--- src/rtl/instr_fetch_if.sv ---
// Instruction memory request/response channel.
// The fetch stage is the master; instruction memory is the slave.
interface instr_fetch_if;
  logic        imem_req;
  logic [31:0] imem_addr;
  logic        imem_ready;
  logic        imem_rvalid;
  logic [31:0] imem_rdata;

  modport master (
    output imem_req,
    output imem_addr,
    input  imem_ready,
    input  imem_rvalid,
    input  imem_rdata
  );

  modport slave (
    input  imem_req,
    input  imem_addr,
    output imem_ready,
    output imem_rvalid,
    output imem_rdata
  );
endinterface

--- src/rtl/instr_fetch.sv ---
// RV32 fetch stage: PC ownership, one-outstanding imem fetch,
// next-PC select, misaligned-target fault and retire counter.
module instr_fetch #(
  parameter logic [31:0] RESET_PC = 32'h0000_0000
) (
  input  logic          clk,
  input  logic          rst,
  input  logic          PCSrc,
  input  logic [31:0]   PCTarget,
  input  logic          stall,
  instr_fetch_if.master imem,
  output logic [31:0]   instr,
  output logic [31:0]   PC,
  output logic [31:0]   PCPlus4,
  output logic          instr_valid,
  output logic          fetch_fault,
  output logic [31:0]   retire_count
);

  localparam logic [31:0] NOP = 32'h0000_0013;

  typedef enum logic [2:0] {
    BOOT,
    REQ,
    WAIT,
    VALID,
    FAULT
  } state_e;

  state_e      state_q, state_d;
  logic [31:0] pc_q, pc_d;
  logic [31:0] instr_q, instr_d;
  logic [31:0] retire_q, retire_d;
  logic [31:0] next_pc;

  assign next_pc = PCSrc ? PCTarget : pc_q + 32'd4;

  always_comb begin
    state_d  = state_q;
    pc_d     = pc_q;
    instr_d  = instr_q;
    retire_d = retire_q;
    unique case (state_q)
      BOOT: state_d = REQ;
      REQ: begin
        if (imem.imem_ready) state_d = WAIT;
      end
      WAIT: begin
        if (imem.imem_rvalid) begin
          instr_d = imem.imem_rdata;
          state_d = VALID;
        end
      end
      VALID: begin
        if (!stall) begin
          retire_d = retire_q + 32'd1;
          // A misaligned target freezes PC at the faulting instr.
          if (next_pc[1:0] != 2'b00) begin
            state_d = FAULT;
          end else begin
            pc_d    = next_pc;
            state_d = REQ;
          end
        end
      end
      FAULT: state_d = FAULT;
      default: state_d = BOOT;
    endcase
  end

  always_ff @(posedge clk) begin
    if (rst) begin
      state_q  <= BOOT;
      pc_q     <= RESET_PC;
      instr_q  <= NOP;
      retire_q <= 32'd0;
    end else begin
      state_q  <= state_d;
      pc_q     <= pc_d;
      instr_q  <= instr_d;
      retire_q <= retire_d;
    end
  end

  assign imem.imem_req  = (state_q == REQ);
  assign imem.imem_addr = pc_q;
  assign instr_valid    = (state_q == VALID);
  assign fetch_fault    = (state_q == FAULT);
  assign instr          = instr_q;
  assign PC             = pc_q;
  assign PCPlus4        = pc_q + 32'd4;
  assign retire_count   = retire_q;

endmodule

--- src/flat_wrapper.sv ---
// flat-port wrapper written by rule: the top's interface ports become plain ports
module instr_fetch_flat 
#(
  parameter logic [31:0] RESET_PC = 32'h0000_0000
)
  (clk, rst, PCSrc, PCTarget, stall, instr, PC, PCPlus4, instr_valid, fetch_fault, retire_count, imem_imem_req, imem_imem_addr, imem_imem_ready, imem_imem_rvalid, imem_imem_rdata);
  instr_fetch_if imem_i ();
  input  logic clk;
  input  logic rst;
  input  logic PCSrc;
  input  logic [31:0] PCTarget;
  input  logic stall;
  output logic [31:0] instr;
  output logic [31:0] PC;
  output logic [31:0] PCPlus4;
  output logic instr_valid;
  output logic fetch_fault;
  output logic [31:0] retire_count;
  output wire logic [$bits(imem_i.imem_req)-1:0] imem_imem_req;
  output wire logic [$bits(imem_i.imem_addr)-1:0] imem_imem_addr;
  input wire logic [$bits(imem_i.imem_ready)-1:0] imem_imem_ready;
  input wire logic [$bits(imem_i.imem_rvalid)-1:0] imem_imem_rvalid;
  input wire logic [$bits(imem_i.imem_rdata)-1:0] imem_imem_rdata;
  assign imem_imem_req = imem_i.imem_req;
  assign imem_imem_addr = imem_i.imem_addr;
  assign imem_i.imem_ready = imem_imem_ready;
  assign imem_i.imem_rvalid = imem_imem_rvalid;
  assign imem_i.imem_rdata = imem_imem_rdata;
  instr_fetch #(.RESET_PC(RESET_PC)) u_core (.clk(clk), .rst(rst), .PCSrc(PCSrc), .PCTarget(PCTarget), .stall(stall), .imem(imem_i), .instr(instr), .PC(PC), .PCPlus4(PCPlus4), .instr_valid(instr_valid), .fetch_fault(fetch_fault), .retire_count(retire_count));
endmodule
--- config.mk ---
export PLATFORM = sky130hd
export DESIGN_NAME = instr_fetch_flat
export DESIGN_NICKNAME = d
export VERILOG_FILES = /design/src/rtl/instr_fetch_if.sv /design/src/rtl/instr_fetch.sv /design/src/flat_wrapper.sv
export SDC_FILE = /design/constraint.sdc
export NUM_CORES = 1
export LEC_CHECK = 0
export BUFFER_PORTS_ARGS = -buffer_cell sky130_fd_sc_hd__buf_2
export CAP_MARGIN = 20
export CORE_MARGIN = 5
export CORE_UTILIZATION = 45
export CTS_CLUSTER_DIAMETER = 100
export DETAILED_ROUTE_END_ITERATION = 6
export PLACE_DENSITY = 0.75
export SLEW_MARGIN = 20
export SYNTH_ARGS = -nofsm -noshare
export SYNTH_HDL_FRONTEND = slang
export SYNTH_SLANG_ARGS = --single-unit
--- constraint.sdc ---
create_clock -name clk -period 2.55 [get_ports clk]
set_input_delay 0.3825 -clock clk [delete_from_list [all_inputs] [get_ports clk]]
set_output_delay 0.3825 -clock clk [all_outputs]
set_load 0.03 [all_outputs]
==> summary.txt, run 1 <==
Flops & latches, synth: 99
Yosys top cell area share: 0.370
Routed Antenna Nets: 0
Syn_nets: 757
Worst skew pair latency: 0.35 ns
Period utilization: 1.02
Top cell type by total area after synthesis: dfxtp_1
Mapped Area: 5360 µm²
Critical Path End Type: primary output
DP HPWL: 11.8 mm
Clock Tree Root: clkbuf_16
Diode count: 0
DR WL met3: 1.27 mm
Max_cap viols: 0
Largest cells by area after synthesis: dfxtp_1 (37%), nand2_1 (7.4%), xnor2_1 (5.2%), buf_4 (4.9%), a21oi_1 (4.9%)
Area Overhead vs Synth: 30.5%
Seq/Total Area, Yosys: 0.370
Final nets: 953
Post-Route WL: 16.4 mm
Comb pwr share: 0.090
RSZ-0062 raised after global routing: true
Final core area utilization: 0.605
Num CTS Buffers: 9
Clock Sink Count: 99
Top-count cell post-synth: nand2_1
Number of port buffers: 232
Row count: 39
Starting Density: 0.463
Final hold vios: 0
Gp weighted congestion: 0.886
CP max FO: 11
Fraction of layout cells with a size suffix above 1: 0.366
CTS tree: yes
DR top layer: met4
DR pass1 iterations: 5
Int Pwr: 2.40 mW
Fmax: 385 MHz
M1 wire length: 6.88 mm
Die height: 119 µm
Fill cell count: 1,111
Slew HR: 0.589
Post-synth top cells: nand2_1 (105), dfxtp_1 (99), nor2_1 (63)
Leakage: 3.27 nW
Violated checks: setup timing
Worst hold path type: input port to register
PD cells: 459 nW/µm²
Top FF cell, synth: dfxtp_1
Reg2Reg Setup Slack: 0.37 ns
H-tree depth: 3
Starting DRT DRC Count: 469
Post-synth ARST share: 0
Clock Skews: 0.00828 ns
Syn avg cell area: 7.83 µm²
Arrival @ worst endpoint: 2.22 ns
Drt via density: 5.41
Die X: 119 µm
Routed wl met2: 7.91 mm
Setup crit start kind: register
Kind of critical path: register to primary output
Yosys warns: 0
Post-synth EDFFs: 0
CTS clk-pin slew, worst paths: 0.07 ns
Multi-input combinational cell area: 3010 µm²
CP Data Required Time: 2.17 ns
Fin crit period: 2.60 ns
Flop pwr share: 0.493
CORE AREA: 11,600 µm²
Peak supply drop: 0.383 mV
Sw frac: 0.253
GRT Resource Usage Total: 0.219
Reg area: 1990 µm²
Final-report setup violation count: 1
Largest net degree at the start of global routing: 81
Post-route setup slack: -0.0507 ns
Initial antenna violation count: 0
Placed cell area: 6550 µm²
Clock power share: 0.417
Total number of vias: 5,565
Global route total overflow: 0
Outcome: finished with violations
P_sw: 813 µW
DRC: 0
Number of global-route vias before repair: 4,919
Per-cell routed wire length: 15.9 µm
Total die area: 14,200 µm²
First-pass GRT wire length: 25.7 mm
Io pins: 233
Fin Hold WS: 0.239 ns
Cell variety after synth: 55
Synth Instances: 685
Final Max Slew Viols: 0
Tightest Pin Transition: 0.617 ns
Finished layout cell area: 6990 µm²
Deepest clock path buffer count: 2
-- critical path, stage by stage (launching register included) --
cell and delay, ns:
dfxtp_1 0.37, buf_4 0.19, and4_1 0.24, nand4_1 0.17
buf_4 0.21, nor2_2 0.15, xor2_1 0.29, buf_2 0.26
-- cells by family (layout without fill, tap and decap cells) --
| kind of cell | Yosys count | in the layout | share of synthesized area |
|---|---|---|---|
| AOI/OAI and AO/OA | 134 | 134 | 0.159 |
| buffers and inverters | 96 | 297 | 0.0948 |
| xor gates and xnor gates | 47 | 47 | 0.0768 |
| adders and majority gates | 2 | 2 | 0.00467 |
| and+or+nand+nor | 298 | 298 | 0.277 |
| muxes | 9 | 9 | 0.0177 |
| DFF | 99 | 99 | 0.370 |
-- power by group through the flow --
stage          clock network (mW)  logic, mW  registers, mW
2_1_floorplan                   0      0.152           1.64
3_3_place_gp                    0      0.288           1.62
3_5_place_dp                    0      0.289           1.62
4_1_cts                      1.36      0.290           1.58
5_1_grt                      1.43      0.314           1.58
6_report                     1.34      0.290           1.58
-- cell usage in the layout (no fill, tap or decap), types with 5 or more instances in the layout --
cell and instances:
a32o_1 5, nand4_1 12, xnor2_1 27, and4_1 6, mux2i_1 5, o41ai_1 5
a31oi_1 11, and3_1 15, clkbuf_16 9, nor2b_1 7, inv_1 15, o21ai_0 21
nand2_1 105, o31ai_1 5, a21oi_1 52, xor2_1 13, a22o_1 7, buf_4 34
dfxtp_2 5, nand3_1 29, dfxtp_1 93, nor4_1 10, a22oi_1 7, nor2_1 59
buf_2 227, nor3_1 16, xnor2_2 5
-- final cells by class --
type                            count  share of cell area
Timing Repair Buffer              266               0.210
Multi-Input combinational cell    490               0.430
Clock inverter                      4             0.00483
Sequential cell                    99               0.285
Clock buffer                       12              0.0367
Inverter                           15             0.00805
Tap cell                          143              0.0256
-- through the flow --
step | setup slack [ns] | power [mW] | setup TNS (ns) | std cells
after floorplan | -0.0550 | 1.80 | -0.0550 | 685
after global placement | 0.138 | 1.90 | 0 | 1006
after detailed placement | 0.104 | 1.91 | 0 | 1006
after CTS | 0.00653 | 3.23 | 0 | 1027
after global routing | -0.0747 | 3.33 | -0.115 | 1029
final | -0.0507 | 3.21 | -0.0507 | 1029
-- layer usage --
metal	GRT usage	up-vias
li1	-	2757
met4	0.0702	0
met5	0	-
met1	0.282	2558
met3	0.0488	23
met2	0.366	227
-- path summary, 6_finish.rpt --
check	from	to	depth (start not counted)
setup reg to reg	u_core.PC[18]	u_core.PC[24]	7
hold / removal	imem_imem_rdata[4]	u_core.instr[4]	3
setup / recovery	u_core.PC[9]	PCPlus4[17]	7
hold reg to reg	u_core.instr[17]	u_core.instr[17]	2
-- state kept, by name, indices dropped and copies added, names as in the netlist --
| name | count |
|---|---|
| u_core.retire_count | 32 |
| u_core.PC | 32 |
| u_core.instr | 32 |
| u_core.state_q | 3 |
-- repair_timing --
action	CTS	global route
endpoints found under the setup margin	14	16
gates cloned	0	0
pin swaps	4	5
hold buffers	0	0
buffers inserted	5	2
resized for setup	13	15
endpoints found under the hold margin	0	0
Note: power is estimated with default switching activity, not from simulation.
==> run 2, diff against run 1 <==
--- a/config.mk
+++ b/config.mk
@@ -12,6 +12,7 @@
 export CTS_CLUSTER_DIAMETER = 100
 export DETAILED_ROUTE_END_ITERATION = 6
 export PLACE_DENSITY = 0.75
+export RECOVER_POWER = 100
 export SLEW_MARGIN = 20
 export SYNTH_ARGS = -nofsm -noshare
 export SYNTH_HDL_FRONTEND = slang
==> summary.txt, run 2 (same netlist as run 1, synthesis figures left out) <==
Worst skew pair latency: 0.35 ns (about the same)
Outcome: finished with violations (unchanged)
RSZ-0062 raised after global routing: true (unchanged)
CORE AREA: 11,600 µm² (unchanged)
Final nets: 953 (unchanged)
CP Data Required Time: 2.17 ns (about the same)
DR pass1 iterations: 5 (unchanged)
Place WS: 0.104 ns (unchanged)
Period utilization: 1.00 (was 1.02)
Flop pwr share: 0.493 (about the same)
Number of global-route vias before repair: 4,919 (unchanged)
Sw frac: 0.254 (was 0.253)
Drt via density: 5.45 (was 5.41)
Max_cap viols: 1 (was 0)
Int Pwr: 2.39 mW (was 2.40 mW)
Arrival @ worst endpoint: 2.18 ns (was 2.22 ns)
Diode count: 0 (unchanged)
Die X: 119 µm (unchanged)
Hold path cells: 3 (unchanged)
Violated checks: capacitance limit, slew limit, setup timing (was setup timing)
Starting DRT DRC Count: 418 (was 469)
Final hold vios: 0 (unchanged)
Per-cell routed wire length: 15.9 µm (about the same)
Gp weighted congestion: 0.886 (unchanged)
R2r endpoint: u_core.PC[24] (unchanged)
Final-report setup violation count: 1 (unchanged)
Starting Density: 0.463 (unchanged)
Clock power share: 0.417 (about the same)
GRT Resource Usage Total: 0.219 (unchanged)
R2r worst-path depth: 8 (was 7)
PD cells: 464 nW/µm² (was 459 nW/µm²)
Setup crit start kind: register (unchanged)
CP max FO: 11 (unchanged)
Clock Sink Count: 99 (unchanged)
Total die area: 14,200 µm² (unchanged)
Critical Path, Cell by Cell: buf_4 > and4_1 > nand4_1 > buf_4 > nor2_2 > xor2_1 > buf_2 (unchanged)
Initial antenna violation count: 0 (unchanged)
First-pass GRT wire length: 25.7 mm (unchanged)
Peak supply drop: 0.380 mV (was 0.383 mV)
Comb pwr share: 0.089 (was 0.090)
Post-Route WL: 16.4 mm (about the same)
Largest stage delay, worst path: 0.37 ns (about the same)
Deepest clock path buffer count: 2 (unchanged)
Global route total overflow: 0 (unchanged)
Top cell by count, worst path: buf_4 (unchanged)
Hold path endpoint: u_core.instr[4] (unchanged)
CTS clk-pin slew, worst paths: 0.07 ns (about the same)
CTS tree: yes (unchanged)
Leakage: 3.02 nW (was 3.27 nW)
Tightest Pin Transition: 1.82 ns (was 0.617 ns)
Worst hold path type: input port to register (unchanged)
Fraction of layout cells with a size suffix above 1: 0.298 (was 0.366)
Clock Skews: 0.00830 ns (was 0.00828 ns)
Reg2Reg Setup Slack: 0.37 ns (about the same)
Fin crit period: 2.56 ns (was 2.60 ns)
Num CTS Buffers: 9 (unchanged)
Fmax: 390 MHz (was 385 MHz)
Area Overhead vs Synth: 29.0% (was 30.5%)
Post-route setup slack: -0.0117 ns (was -0.0507 ns)
Multi-input combinational cell area: 3010 µm² (unchanged)
Routed Antenna Nets: 0 (unchanged)
Most frequent cells in the layout: buf_2 (169), nand2_1 (105), dfxtp_1 (93) (was buf_2 (227), nand2_1 (105), dfxtp_1 (93))
Total number of vias: 5,605 (was 5,565)
Final core area utilization: 0.598 (was 0.605)
P_sw: 815 µW (was 813 µW)
Number of port buffers: 232 (unchanged)
Hold_sp: imem_imem_rdata[4] (unchanged)
Final setup TNS: -0.0117 ns (was -0.0507 ns)
Critical Path End Type: primary output (unchanged)
H-tree depth: 3 (unchanged)
Reg area: 1990 µm² (unchanged)
Row count: 39 (unchanged)
R2R Path Start: u_core.PC[12] (was u_core.PC[18])
Slew HR: -0.216 (was 0.589)
Io pins: 233 (unchanged)
Final Max Slew Viols: 45 (was 0)
DRC: 0 (unchanged)
Die height: 119 µm (unchanged)
Most common cell after layout, fill and taps aside: buf_2 (unchanged)
Fill cell count: 1,132 (was 1,111)
Largest net degree at the start of global routing: 81 (unchanged)
Kind of critical path: register to primary output (unchanged)
DP HPWL: 11.8 mm (unchanged)
Clock Tree Root: clkbuf_16 (unchanged)
CP max-delay cell: dfxtp_1 (unchanged)
run 2: worst max-delay path by stage:
stage | start | slack (ns) | endpoint | cells after the start
floorplan | u_core.PC[2] | -0.06 | PCPlus4[22] | 7
CTS | u_core.PC[2] | 0.007 | PCPlus4[22] | 8
global route | u_core.PC[9] | -0.07 | PCPlus4[17] | 7
finish | u_core.PC[9] | -0.01 | PCPlus4[17] | 7
detailed placement | u_core.PC[12] | 0.10 | PCPlus4[22] | 6
global placement | u_core.PC[12] | 0.14 | PCPlus4[22] | 6
run 2: final cells by class:
| type | instances | share of cell area |
|---|---|---|
| clock inverter | 4 | 0.00489 |
| sequential | 99 | 0.288 |
| inverter | 15 | 0.00814 |
| timing repair buffer | 266 | 0.201 |
| tap | 143 | 0.0259 |
| multi-input combinational | 490 | 0.435 |
| clock buffer | 12 | 0.0371 |
run 2: metrics by stage:
step / power [mW] / hold WS, ns / cell area, µm² / std cells
floorplan: 1.80 / 0.487 / 5410 / 685
global placement: 1.90 / 0.440 / 6550 / 1006
detailed placement: 1.91 / 0.444 / 6550 / 1006
CTS: 3.23 / 0.234 / 6930 / 1027
global route: 3.33 / 0.245 / 6910 / 1029
finish: 3.21 / 0.240 / 6910 / 1029
run 2: what timing repair did:
| action | CTS | global route |
|---|---|---|
| pin swaps | 4 | 5 |
| endpoints found under the hold margin | 0 | 0 |
| resized for setup | 13 | 15 |
| hold buffers | 0 | 0 |
| setup buffers | 5 | 2 |
| endpoints found under the setup margin | 14 | 16 |
run 2: worst max-delay path, delay by kind of cell (launching register included):
kind                      cells  cell delay [ns]
and+or+nand+nor               3             0.55
DFF                           1             0.37
buffers and inverters         3             0.65
xor gates and xnor gates      1             0.27
run 2: metal layers:
metal / vias up / track usage / share of wire
met5: - / 0 / 0
met4: 0 / 0.0702 / 0.020
met3: 23 / 0.0488 / 0.078
met2: 239 / 0.366 / 0.49
met1: 2581 / 0.282 / 0.41
li1: 2762 / - / -
run 2: power groups by stage:
stage	logic, mW	clock network [mW]	registers, mW
after floorplan	0.152	0	1.64
after global placement	0.288	0	1.62
after detailed placement	0.289	0	1.62
after CTS	0.290	1.36	1.58
after global routing	0.310	1.43	1.58
final	0.286	1.34	1.58
==> run 3, diff against run 2 <==
==> constraint.sdc (replaced) <==
create_clock -name clk -period 2.7 [get_ports clk]
set_input_delay 0.405 -clock clk [delete_from_list [all_inputs] [get_ports clk]]
set_output_delay 0.405 -clock clk [all_outputs]
set_load 0.03 [all_outputs]
==> summary.txt, run 3 (same netlist as run 1, synthesis figures left out) <==
Outcome: finished with violations (unchanged)
Violated checks: capacitance limit, slew limit (was capacitance limit, slew limit, setup timing)
Comb pwr share: 0.088 (was 0.089)
Worst hold path type: input port to register (unchanged)
Die height: 119 µm (unchanged)
CP max FO: 8 (was 11)
Leakage: 2.69 nW (was 3.02 nW)
Number of global-route vias before repair: 4,981 (was 4,919)
DRC: 0 (unchanged)
Num CTS Buffers: 9 (unchanged)
Worst skew pair latency: 0.35 ns (about the same)
Setup crit start kind: register (unchanged)
GRT Resource Usage Total: 0.217 (was 0.219)
PD cells: 448 nW/µm² (was 464 nW/µm²)
Clock Tree Root: clkbuf_16 (unchanged)
Buffers plus inverters on the worst setup path: 2 (was 3)
CTS tree: yes (unchanged)
DP HPWL: 11.7 mm (was 11.8 mm)
CTS clk-pin slew, worst paths: 0.07 ns (about the same)
Sw frac: 0.254 (about the same)
CP max-delay cell: dfxtp_1 (unchanged)
Gp weighted congestion: 0.826 (was 0.886)
Clock power share: 0.410 (was 0.417)
Io pins: 233 (unchanged)
Row count: 39 (unchanged)
Drt via density: 5.40 (was 5.45)
Largest stage delay, worst path: 0.48 ns (was 0.37 ns)
Number of port buffers: 232 (unchanged)
Largest net degree at the start of global routing: 83 (was 81)
CORE AREA: 11,600 µm² (unchanged)
Final Max Slew Viols: 36 (was 45)
Arrival @ worst endpoint: 2.16 ns (was 2.18 ns)
First-pass GRT wire length: 25.6 mm (was 25.7 mm)
Post-Layout Cell Count: 1,021 (was 1,029)
Fraction of layout cells with a size suffix above 1: 0.227 (was 0.298)
Flop pwr share: 0.502 (was 0.493)
Deepest clock path buffer count: 2 (unchanged)
Max_cap viols: 1 (unchanged)
Int Pwr: 2.22 mW (was 2.39 mW)
Starting Density: 0.463 (unchanged)
DR pass1 iterations: 5 (unchanged)
Post-Route WL: 16.1 mm (was 16.4 mm)
Most common cell after layout, fill and taps aside: buf_2 (unchanged)
CP Data Required Time: 2.30 ns (was 2.17 ns)
Final hold vios: 0 (unchanged)
Total Power: 2.98 mW (was 3.21 mW)
Placed cell area: 6410 µm² (was 6550 µm²)
Finished layout cell area: 6650 µm² (was 6910 µm²)
Starting DRT DRC Count: 494 (was 418)
Die X: 119 µm (unchanged)
Fmax: 390 MHz
Routed Antenna Nets: 0 (unchanged)
Kind of critical path: register to primary output (unchanged)
Slew HR: -0.0129 (was -0.216)
Clock Skews: 0.00781 ns (was 0.00830 ns)
Total number of vias: 5,512 (was 5,605)
Final-report setup violation count: 0 (was 1)
Clock Sink Count: 99 (unchanged)
Peak supply drop: 0.270 mV (was 0.380 mV)
Period utilization: 0.950
Fin crit period: 2.56 ns
Total die area: 14,200 µm² (unchanged)
Per-cell routed wire length: 15.7 µm (was 15.9 µm)
Inst Count DP: 999 (was 1,006)
H-tree depth: 3 (unchanged)
Initial antenna violation count: 0 (unchanged)
P_sw: 757 µW (was 815 µW)
Fin Hold WS: 0.270 ns (was 0.240 ns)
Critical Path, Cell by Cell: nand4_1 > nor3_2 > nor4b_2 > buf_4 > xnor2_1 > buf_2 (was buf_4 > and4_1 > nand4_1 > buf_4 > nor2_2 > xor2_1 > buf_2)
Final nets: 944 (was 953)
Cell class contributing the biggest share of worst-path delay: simple AND/OR/NAND/NOR gates (was buffers and inverters)
Global route total overflow: 0 (unchanged)
Tightest Pin Transition: 1.52 ns (was 1.82 ns)
Most frequent cells in the layout: buf_2 (122), clkbuf_1 (111), nand2_1 (105) (was buf_2 (169), nand2_1 (105), dfxtp_1 (93))
RSZ-0062 raised after global routing: true (unchanged)
Area Overhead vs Synth: 24.1% (was 29.0%)
Critical Path End Type: primary output (unchanged)
## run 3: cell types whose count changed in the layout (fill, tap and decap cells not counted), sizes merged
cell / previous run / this run
clkbuf: 73 / 122
buf: 205 / 146
diode: 0 / 1
clkinv: 3 / 4
## run 3: final timing paths
check	from	end	slack, ns	depth (start not counted)
worst max-delay path	u_core.PC[21]	PCPlus4[29]	0.14	6
worst max register to register	u_core.retire_count[11]	u_core.retire_count[31]	0.57	5
worst min register to register	u_core.instr[16]	u_core.instr[16]	0.45	2
worst min-delay path	imem_imem_rdata[1]	u_core.instr[1]	0.27	3
## run 3: power groups by stage
stage	Clock (mW)	Sequential (mW)	Combinational, mW
2_1_floorplan	0	1.55	0.143
5_1_grt	1.32	1.50	0.286
4_1_cts	1.25	1.49	0.267
3_5_place_dp	0	1.53	0.266
6_report	1.22	1.50	0.261
3_3_place_gp	0	1.53	0.265
## run 3: tightest hold or removal path, stage by stage
cell and delay (ns):
buf_2 0.07, nand2_1 0.04, nand3_1 0.07
## run 3: stage by stage
step / setup WS (ns) / util / TNS, ns
2_1_floorplan: 0.0275 / - / 0
3_3_place_gp: 0.370 / 0.554 / 0
3_5_place_dp: 0.324 / 0.554 / 0
4_1_cts: 0.0346 / 0.580 / 0
5_1_grt: -0.0691 / 0.575 / -0.0691
6_report: 0.136 / 0.575 / 0
## run 3: layout make-up
type	instances	area (µm²)
Clock buffer	11	243
Tap cell	143	179
Inverter	15	56.3
Antenna cell	1	2.50
Multi-Input combinational cell	490	2930
Sequential cell	99	1990
Timing Repair Buffer	257	1210
Clock inverter	5	36.3
Fill cell	1163	4910
## run 3: repair_timing
action / CTS / global route
hold buffers: 0 / 0
setup buffers: 0 / 5
endpoints found under the setup margin: 2 / 11
resized for setup: 5 / 17
## run 3: layer usage
layer	wire, µm	GRT usage
met1	6720	0.270
met2	7870	0.371
met3	1250	0.0555
met4	235	0.0594
met5	0	0
